==> config.mk <==
export PLATFORM = sky130hd
export DESIGN_NAME = call_return_stack
export DESIGN_NICKNAME = d
export VERILOG_FILES = /design/src/rtl/call_return_stack.sv
export SDC_FILE = /design/constraint.sdc
export NUM_CORES = 1
export LEC_CHECK = 0
export BUFFER_PORTS_ARGS = -buffer_cell sky130_fd_sc_hd__buf_4
export CORE_MARGIN = 4
export CORE_UTILIZATION = 50
export CTS_CLUSTER_SIZE = 12
export DETAILED_ROUTE_END_ITERATION = 6
export GPL_TIMING_DRIVEN = 0
export MAX_ROUTING_LAYER = met4
export PLACE_DENSITY = 0.79
export SYNTH_ARGS = -nofsm -noshare
export SYNTH_HDL_FRONTEND = slang
export SYNTH_SLANG_ARGS = --single-unit
==> constraint.sdc <==
create_clock -name clk -period 6.5 [get_ports clk]
set_clock_uncertainty 0.15 [all_clocks]
set_input_delay 1.625 -clock clk [delete_from_list [all_inputs] [get_ports clk]]
set_output_delay 1.625 -clock clk [all_outputs]
set_load 0.02 [all_outputs]
==> src/rtl/call_return_stack.sv <==
// Return-address stack: push on CALL, pop on RET, registered top,
// occupancy/full/empty status, sticky ovf/unf, flush and a monitor read port.
// Ports: clk, rst (async active-low), push/push_data, pop, flush, clr_err,
//   top, count, empty, full, ovf, unf, mon_sel -> mon_data.
// Option: define CALL_STACK_WRAP_EN to overwrite the oldest entry when full.
module call_return_stack #(
  parameter int WIDTH = 8,
  parameter int DEPTH = 8,
  parameter int CNT_W = $clog2(DEPTH+1)
) (
  input  logic                     clk,
  input  logic                     rst,
  input  logic                     push,
  input  logic [WIDTH-1:0]         push_data,
  input  logic                     pop,
  input  logic                     flush,
  input  logic                     clr_err,
  output logic [WIDTH-1:0]         top,
  output logic [CNT_W-1:0]         count,
  output logic                     empty,
  output logic                     full,
  output logic                     ovf,
  output logic                     unf,
  input  logic [$clog2(DEPTH)-1:0] mon_sel,
  output logic [WIDTH-1:0]         mon_data
);

  localparam int AW = $clog2(DEPTH);

  logic [WIDTH-1:0] mem_q [DEPTH];
  logic [WIDTH-1:0] top_q, top_d;
  logic [CNT_W-1:0] cnt_q, cnt_d;
  logic [AW-1:0]    base_q, base_d;
  logic             ovf_q, ovf_d;
  logic             unf_q, unf_d;
  logic             empty_q, full_q;

  logic             we;
  logic [AW-1:0]    waddr;
  logic             ovf_set, unf_set;

  // Physical slots are base-relative so the wrap build can rotate;
  // power-of-two depth makes truncation the modulo.
  logic [AW-1:0] sp_ptr, tp_ptr, nx_ptr, mon_ptr;

  assign sp_ptr  = base_q + cnt_q[AW-1:0];
  assign tp_ptr  = sp_ptr - AW'(1);
  assign nx_ptr  = sp_ptr - AW'(2);
  assign mon_ptr = tp_ptr - mon_sel;

  assign empty_q = (cnt_q == '0);
  assign full_q  = (cnt_q == CNT_W'(DEPTH));

  always_comb begin
    cnt_d   = cnt_q;
    base_d  = base_q;
    top_d   = top_q;
    we      = 1'b0;
    waddr   = sp_ptr;
    ovf_set = 1'b0;
    unf_set = 1'b0;
    if (flush) begin
      cnt_d  = '0;
      base_d = '0;
      top_d  = '0;
    end else if (push && pop && !empty_q) begin
      // tail call: replace the top entry in place
      we    = 1'b1;
      waddr = tp_ptr;
      top_d = push_data;
    end else if (push) begin
      if (!full_q) begin
        we    = 1'b1;
        cnt_d = cnt_q + CNT_W'(1);
        top_d = push_data;
      end else begin
        ovf_set = 1'b1;
`ifdef CALL_STACK_WRAP_EN
        // when full, the next free slot is the oldest entry
        we     = 1'b1;
        base_d = base_q + AW'(1);
        top_d  = push_data;
`endif
      end
    end else if (pop) begin
      if (!empty_q) begin
        cnt_d = cnt_q - CNT_W'(1);
        top_d = (cnt_q >= CNT_W'(2)) ? mem_q[nx_ptr] : '0;
      end else begin
        unf_set = 1'b1;
      end
    end
    ovf_d = (ovf_q & ~clr_err) | ovf_set;
    unf_d = (unf_q & ~clr_err) | unf_set;
  end

  always_ff @(posedge clk or negedge rst) begin
    if (!rst) begin
      cnt_q  <= '0;
      base_q <= '0;
      top_q  <= '0;
      ovf_q  <= 1'b0;
      unf_q  <= 1'b0;
      for (int i = 0; i < DEPTH; i++) mem_q[i] <= '0;
    end else begin
      cnt_q  <= cnt_d;
      base_q <= base_d;
      top_q  <= top_d;
      ovf_q  <= ovf_d;
      unf_q  <= unf_d;
      if (we) mem_q[waddr] <= push_data;
    end
  end

  always_comb begin
    mon_data = '0;
    if (CNT_W'(mon_sel) < cnt_q) mon_data = mem_q[mon_ptr];
  end

  assign top   = top_q;
  assign count = cnt_q;
  assign empty = empty_q;
  assign full  = full_q;
  assign ovf   = ovf_q;
  assign unf   = unf_q;

endmodule

* After elaboration in Yosys (flattened, before gate mapping)
Index checks and enable logic that the tools add are counted.
** Operators by class
- Mux-type cells :: 38
- Reductions and logical operators :: 9
- $lt $le $gt $ge :: 6
- Equality and inequality tests :: 6
- Add/sub/neg operators :: 5
- Bitwise gates (word level) :: 8
** Operator list (count)
- $mux 8 :: 13
- $bwmux 64 :: 1
- $bmux 8 s3 :: 2
- $demux 8 s3 :: 1
- $mux 4 :: 6
- $mux 1 :: 13
- $ge 4x4->1 const B :: 3
- $not 3->4 :: 3
- $ne 4x3->1 const B :: 2
- $mux 3 :: 2
- $ne 3x3->1 const B :: 2
- $add 4x1->4 const B :: 1
- $eq 4x4->1 const B :: 1
- $ge 4x2->1 const B :: 1
- $logic_not 4->1 :: 1
- $lt 3x4->1 :: 1
- $lt 4x1->1 const B :: 1
- $reduce_and 4->1 :: 1
- $reduce_bool 4->1 :: 1
- $sub 4x1->4 const B :: 1
- $logic_and 1x1->1 :: 3
- $reduce_and 3->1 :: 1
- $reduce_bool 3->1 :: 1
- $sub 3x1->3 const B :: 1
- 7 further kinds :: 9
** Word-level totals
- Input bits :: 17
- Output and inout bits :: 24
- Word-level logic and storage cells :: 84
- Register bits :: 78

* Logic depth before layout (Yosys ltp)
Gate-level depths: netlist of run 1.
- Word-level depth :: 11
- Depth in mapped cells :: 10

* Least setup slack after synthesis of run 1
Ideal clock, no wire load.
- Path kind :: input to output
- From :: input mon_sel[0]
- To :: output mon_data[4]
- Arrival :: 3.517 ns
- Stages on the path :: 7
- Setup slack :: 1.208 ns
- Path buffers :: 2
- Cells stage by stage :: ha_1 > fa_1 > clkbuf_1 > clkbuf_1 > mux4_2 > mux2i_1 > nor2_1
** Between the ends
- Word-level cells in the longest chain between the ends :: 6
- Elaborated cells on any way between the ends :: 7
- Those cells by class :: add/sub: 1; order compare: 1; mux: 4; bitwise: 1
** RTL lines
- from (decl) :: line 24 : input logic [$clog2(DEPTH)-1:0] mon_sel,
- $sub 3x3->3 :: line 49 : assign mon_ptr = tp_ptr - mon_sel;
- $not 3->4 (implied by the code) :: line 117 : if (CNT_W'(mon_sel) < cnt_q) mon_data = mem_q[mon_ptr];
- $bmux 8 s3 :: line 117
- $mux 8 (implied by the code) (2 in series) :: line 117
- $mux 8 (*) :: line 117
- to (decl) :: line 25 : output logic [WIDTH-1:0] mon_data
Every way passes the cells marked *; elsewhere a longest branch is shown, timed or not. The select of a mux whose other input is x is not followed.

* Worst setup path in the final report of run 1
- From :: register cnt_q[1] (netlist: count[1])
- To :: output mon_data[6]
** Between the ends
- Word-level cells in the longest chain between the ends :: 7
- Elaborated cells on any way between the ends :: 8
- Those cells by class :: add/sub: 2; order compare: 1; mux: 4; bitwise: 1
** RTL lines
- from (decl) :: line 32 : logic [CNT_W-1:0] cnt_q, cnt_d;
- from (signal assigned) :: line 106 : cnt_q <= cnt_d;
- $sub 3x1->3 :: line 47 : assign tp_ptr = sp_ptr - AW'(1);
- $sub 3x3->3 :: line 49
- $not 3->4 (implied by the code) :: line 117
- $bmux 8 s3 :: line 117
- $mux 8 (implied by the code) (2 in series) :: line 117
- $mux 8 (*) :: line 117
Marks and branches as above.

==> impl_metrics.yaml, run 1 <==
outcome:
  status: "finished, final reports clean"
critical_path:
  crit_top_cell: "clkbuf_1"
  cpMaxStageDelayCell: "clkbuf_1"
  cp-start-kind: "register"
  crit_family: "buffers and inverters"
  endpoint_kind: "output port"
  crit_chain: "clkbuf_1 -> inv_2 -> ha_1 -> fa_1 -> clkbuf_1 -> clkbuf_1 -> mux4_2 -> mux2i_1 -> nor2_1 -> buf_4"
  r2r-end: "mem_q[37]"
  r2r_cells: 9
  rr_startpoint: "count[1]"
  max_stage_delay_ns: 0.63
  worstSetupPathType: "register to output port"
  crit_path_max_fanout: 10
  cp_data_arrival_time_ns: 4.41
  r2r_slack_ns: 3.19
  path_depth: 10
  worstPathRequired_ns: 4.72
  crit_buf_inv: 5
pwr:
  pwr-share-seq_pct: 31.4
  power_frac_clock_pct: 15.3
  leakage_nw: 2.32
  power_switching_mw: 1.07
  comb_power_share_pct: 53.4
  power_density_mw_per_mm2: 517
  internal_power_mw: 1.63
  irDropWorstVdd_mv: 0.197
  switching_share_pct: 39.6
yosys:
  ys_warn_count: 0
  ys_ff_latch: 78
  synth_seq_area_share_pct: 42.7
  synth_nets: 374
  synthFlopType: "dfrtp_1"
  synthCells: 347
  synth-edff-count: 0
  async_flop_share_pct: 100
  synthesis.area_per_instance_um2: 13.2
  syn_area_mm2: 0.00457
  netlist-cell-type-count: 43
layout:
  nets: 425
  drive_gt1_share_pct: 43.9
  diodes: 0
  ff_latch_area_mm2: 0.00195
  post-route-cell-area_mm2: 0.00523
  area_growth_pct: 14.6
  post-route-util_pct: 59.4
  fillers: 722
  multi_input_area_mm2: 0.00247
placed_design:
  dpl_worst_slack_ns: 0.370
  dpl.hpwl_mm: 7.81
  gp_congestion: 0.876
  portBuffers: 40
  placed_area_mm2: 0.00501
timing:
  hold_violations: 0
  min_period_ns: 6.19
  holdWs_ns: 0.382
  fin_crit_sh_pct: 95.2
  tns_ns: 0
  max_freq_mhz: 162
  slew_violations: 0
  finalWorstSetupSlack_ns: 0.311
  timing.slew.headroom_pct: 26.0
  setup_viol: 0
  rsz0062_at_grt: "no"
  worstMarginPinSlew_ns: 1.11
floorplanning:
  die_w_um: 104
  rows: 34
  dieArea_mm2: 0.0107
  die-height_um: 104
  io_pins: 41
  core_area_mm2: 0.00881
  initial_utilization_pct: 51.9
global_routing:
  grt_pass1_wl_mm: 19.2
  grt_antenna_before_repair: 0
  grt.overflow.total: 0
  grt_usage_pct: 23.5
  grt_max_degree: 79
  grt_pass1_vias: 3504
routing:
  wire_per_inst_um: 22.9
  drc: 0
  dr_total_vias: 3303
  drt_wl_total_mm: 11.7
  ant_nets: 0
  drt_iter0_markers: 365
  viasPerCell: 6.46
  first_pass_iters: 5
hold_path:
  holdPathEnd: "mem_q[22]"
  hp-start: "mem_q[22]"
  holdPathStages: 1
  holdCritPathClass: "register to register"
clocking:
  cts_tree: "built"
  cts_num_sinks: 78
  cts_max_level: 3
  clock_latency_ns: 0.35
  clock_path_buffers: 2
  cts_resized: 0
  postCtsHoldBufs: 0
  cts_setup_buffers: 0
  clk_pin_slew_worst_paths_ns: 0.09
  numCtsBuffers: 9
  root_buffer: "clkbuf_8"
run:
  drv_cap: 0
==> per-layer routing <==
layer	track usage, %	wire length, µm	vias up
met3	4.42	811	22
met1	31.0	4900	1706
met5	-	0	-
li1	-	-	1431
met2	36.9	5730	144
met4	8.17	250	0
==> per-stage QoR <==
| step | std cells | total power [mW] |
|---|---|---|
| 2_1_floorplan | 347 | 1.84 |
| 6_report | 511 | 2.71 |
| 3_5_place_dp | 495 | 2.29 |
| 3_3_place_gp | 495 | 2.23 |
| 5_1_grt | 511 | 2.86 |
| 4_1_cts | 511 | 2.70 |
==> synthesized netlist by cell type (all sizes together) (6+ instances only) <==
master | n | area share (%)
inv | 9 | 0.74
nor2b | 6 | 0.82
nand3 | 8 | 0.88
mux2 | 67 | 17
nand2 | 13 | 1.1
mux4 | 26 | 13
buf | 14 | 2.2
clkbuf | 6 | 0.49
o21ai | 11 | 1.5
dfrtp | 78 | 43
ha | 8 | 2.2
nor2 | 12 | 0.99
mux2i | 26 | 5.7
a22oi | 6 | 0.99
==> sequential cells by signal (all words and copies together) (netlist names) <==
| register | cells |
|---|---|
| top | 8 |
| mem_q | 64 |
| unf | 1 |
| count | 4 |
| ovf | 1 |
==> cell type report <==
cell class / instances / area share (%)
buffer: 20 / 2.34
clock buffer: 11 / 2.70
clock inverter: 5 / 1.55
inverter: 9 / 0.646
multi-input combinational: 240 / 47.1
sequential: 78 / 37.3
tap: 108 / 2.58
timing repair buffer: 40 / 5.74
==> how the worst max path moves through the flow <==
stage | start | to | slack (ns)
after CTS | mon_sel[0] | mon_data[6] | 0.33
final | count[1] | mon_data[6] | 0.31
after detailed placement | mon_sel[0] | mon_data[7] | 0.37
after floorplan | mon_sel[0] | mon_data[4] | 1.21
after global routing | count[1] | mon_data[6] | 0.13
after global placement | mon_sel[0] | mon_data[6] | 0.41
==> cell usage in the layout, fill, tap and decap left out, drive strengths merged, types with 5 or more instances in the layout <==
| master | synthesis | routed |
|---|---|---|
| a31oi | 5 | 5 |
| mux4 | 26 | 26 |
| mux2i | 26 | 26 |
| nand2 | 13 | 13 |
| o221ai | 5 | 5 |
| nor2 | 12 | 12 |
| a22oi | 6 | 6 |
| dfrtp | 78 | 78 |
| inv | 9 | 10 |
| nand3 | 8 | 8 |
| mux2 | 67 | 67 |
| nor2b | 6 | 6 |
| clkbuf | 6 | 17 |
| o21ai | 11 | 11 |
| ha | 8 | 8 |
| nor3 | 5 | 5 |
| buf | 14 | 54 |
==> power by group through the flow <==
stage | registers [mW] | logic (mW) | clock network (mW)
2_1_floorplan | 0.827 | 1.01 | 0
3_3_place_gp | 0.834 | 1.40 | 0
3_5_place_dp | 0.853 | 1.44 | 0
4_1_cts | 0.843 | 1.44 | 0.416
5_1_grt | 0.873 | 1.55 | 0.440
6_report | 0.849 | 1.44 | 0.414
==> cell families (layout without fill, tap and decap cells) <==
family / count (synthesis) / in the layout / share of synthesized area, %
mux: 119 / 119 / 35.0
fa+ha+maj: 10 / 10 / 3.07
simple gates: 60 / 60 / 6.93
flops: 78 / 78 / 42.7
xor+xnor: 5 / 5 / 0.959
buf+inv: 29 / 85 / 3.42
compound gates: 46 / 46 / 7.84
(Power assumes the default switching activity.)
==> inputs of run 2 (changes only) <==
--- a/config.mk
+++ b/config.mk
@@ -13,5 +13,5 @@
 export GPL_TIMING_DRIVEN = 0
 export MAX_ROUTING_LAYER = met4
-export PLACE_DENSITY = 0.79
+export PLACE_DENSITY = 0.82
 export SYNTH_ARGS = -nofsm -noshare
 export SYNTH_HDL_FRONTEND = slang
==> constraint.sdc (replaced) <==
create_clock -name clk -period 5.4 [get_ports clk]
set_clock_uncertainty 0.15 [all_clocks]
set_input_delay 1.35 -clock clk [delete_from_list [all_inputs] [get_ports clk]]
set_output_delay 1.35 -clock clk [all_outputs]
set_load 0.01 [all_outputs]
==> impl_metrics.yaml, run 2 (same netlist as run 1, synthesis figures left out) <==
critical_path:
  rr_startpoint: "count[1]"
  endpoint_kind: "output port"
  r2r-end: "mem_q[39]"
  r2r_slack_ns: 2.13
  startpoint: "count[1]"
  critical_path.endpoint: "mon_data[7]"
  cp_data_arrival_time_ns: 3.72
  crit_path_max_fanout: 10
  cp-start-kind: "register"
  worstSetupPathType: "register to output port"
  worstPathRequired_ns: 3.90
  r2r_cells: 9
layout:
  final_cell_mix: "78 x dfrtp_1, 67 x mux2_2, 42 x buf_4"
  nets: 425
  layout_commonest_cell: "dfrtp_1"
  drive_gt1_share_pct: 44.7
  largest_reg_flops: 64
  diodes: 0
  post-route-cell-area_mm2: 0.00522
  largest-register: "mem_q"
  final_cell_count_no_fill: 511
  post-route-util_pct: 59.3
  area_growth_pct: 14.3
placed_design:
  portBuffers: 40
  dpl.hpwl_mm: 7.68
  dp_cells: 496
  gp_congestion: 0.896
  placed_area_mm2: 0.00501
  dpl_worst_slack_ns: -0.118
global_routing:
  grt_busiest_layer: "met2"
  met3_usage_pct: 4.42
  grt_util_met1_pct: 30.8
  grt_usage_pct: 22.7
  grt_antenna_before_repair: 0
  grt_max_degree: 79
  grt_pass1_vias: 3367
  grt_pass1_wl_mm: 18.5
  use_met2_pct: 35.3
  grt.overflow.total: 0
timing:
  min_period_ns: 5.22
  tns_ns: 0
  rsz0062_at_grt: "no"
  hold_violations: 0
  worstMarginPinSlew_ns: 1.05
  timing.slew.headroom_pct: 30.2
  setup_viol: 0
  slew_violations: 0
  fin_crit_sh_pct: 96.7
  holdWs_ns: 0.382
  finalWorstSetupSlack_ns: 0.178
  max_freq_mhz: 192
clocking:
  postCtsHoldBufs: 0
  cts_num_sinks: 78
  cts_max_level: 3
  clk_pin_slew_worst_paths_ns: 0.09
  numCtsBuffers: 9
  clock_latency_ns: 0.35
  clock_path_buffers: 2
  cts_tree: "built"
  root_buffer: "clkbuf_8"
pwr:
  irDropWorstVdd_mv: 0.271
  finalPower_mw: 3.14
  leakage_nw: 2.31
  power_density_mw_per_mm2: 601
floorplanning:
  dieArea_mm2: 0.0107
  die-height_um: 104
  initial_utilization_pct: 51.9
  core_area_mm2: 0.00881
  io_pins: 41
  die_w_um: 104
  rows: 34
routing:
  dr_total_vias: 3303
  wire_per_inst_um: 22.6
  drt_iter0_markers: 372
  viasPerCell: 6.46
  drt_wl_total_mm: 11.5
  drc: 0
  first_pass_iters: 6
  ant_nets: 0
outcome:
  status: "finished, final reports clean"
hold_path:
  holdCritPathClass: "register to register"
run:
  drv_cap: 0
## run 2: cell count changes in the layout (fill, tap and decap cells not counted), sizes merged
cell      previous run  this run
clkbuf              17        16
clkinvlp             1         3
buf                 54        55
inv                 10         9
bufinv               2         1
## run 2: routing by layer
layer,up-vias,share of wire (%)
li1,1428,-
met4,0,2.0
met2,158,48
met5,-,0
met1,1694,42
met3,23,7.8
## run 2: worst min path at each step
| stage | endpoint | start | cells after the start | slack (ns) |
|---|---|---|---|---|
| floorplan | mem_q[48] | mem_q[48] | 1 | 0.34 |
| global placement | mem_q[52] | mem_q[52] | 1 | 0.36 |
| detailed placement | mem_q[51] | mem_q[51] | 1 | 0.36 |
| CTS | mem_q[51] | mem_q[51] | 1 | 0.38 |
| global route | mem_q[51] | mem_q[51] | 1 | 0.40 |
| finish | mem_q[30] | mem_q[30] | 1 | 0.38 |
## run 2: report_power, final
group          switching [mW]  internal [mW]
Clock                   0.223          0.238
Combinational           0.782          0.875
Sequential              0.188          0.829
## run 2: area by class of cell
| cell class | instances | area, µm² |
|---|---|---|
| timing repair buffer | 41 | 312 |
| clock buffer | 11 | 151 |
| inverter | 9 | 33.8 |
| buffer | 19 | 121 |
| multi-input combinational | 240 | 2460 |
| fill | 705 | 3580 |
| sequential | 78 | 1950 |
| tap | 108 | 135 |
| clock inverter | 5 | 57.6 |
## run 2: critical path: stages (launching register included)
cell and delay, ns:
dfrtp_1 0.45, clkbuf_2 0.24, inv_2 0.29, ha_1 0.36, fa_1 0.84, clkbuf_2 0.42, mux4_2 0.35, mux2i_1 0.14
nor2_1 0.07, buf_4 0.20
## run 2: timing repair
action                     in CTS  in global routing
setup endpoints to repair       7                  8
setup buffers                   0                  0
resized for setup               1                  2
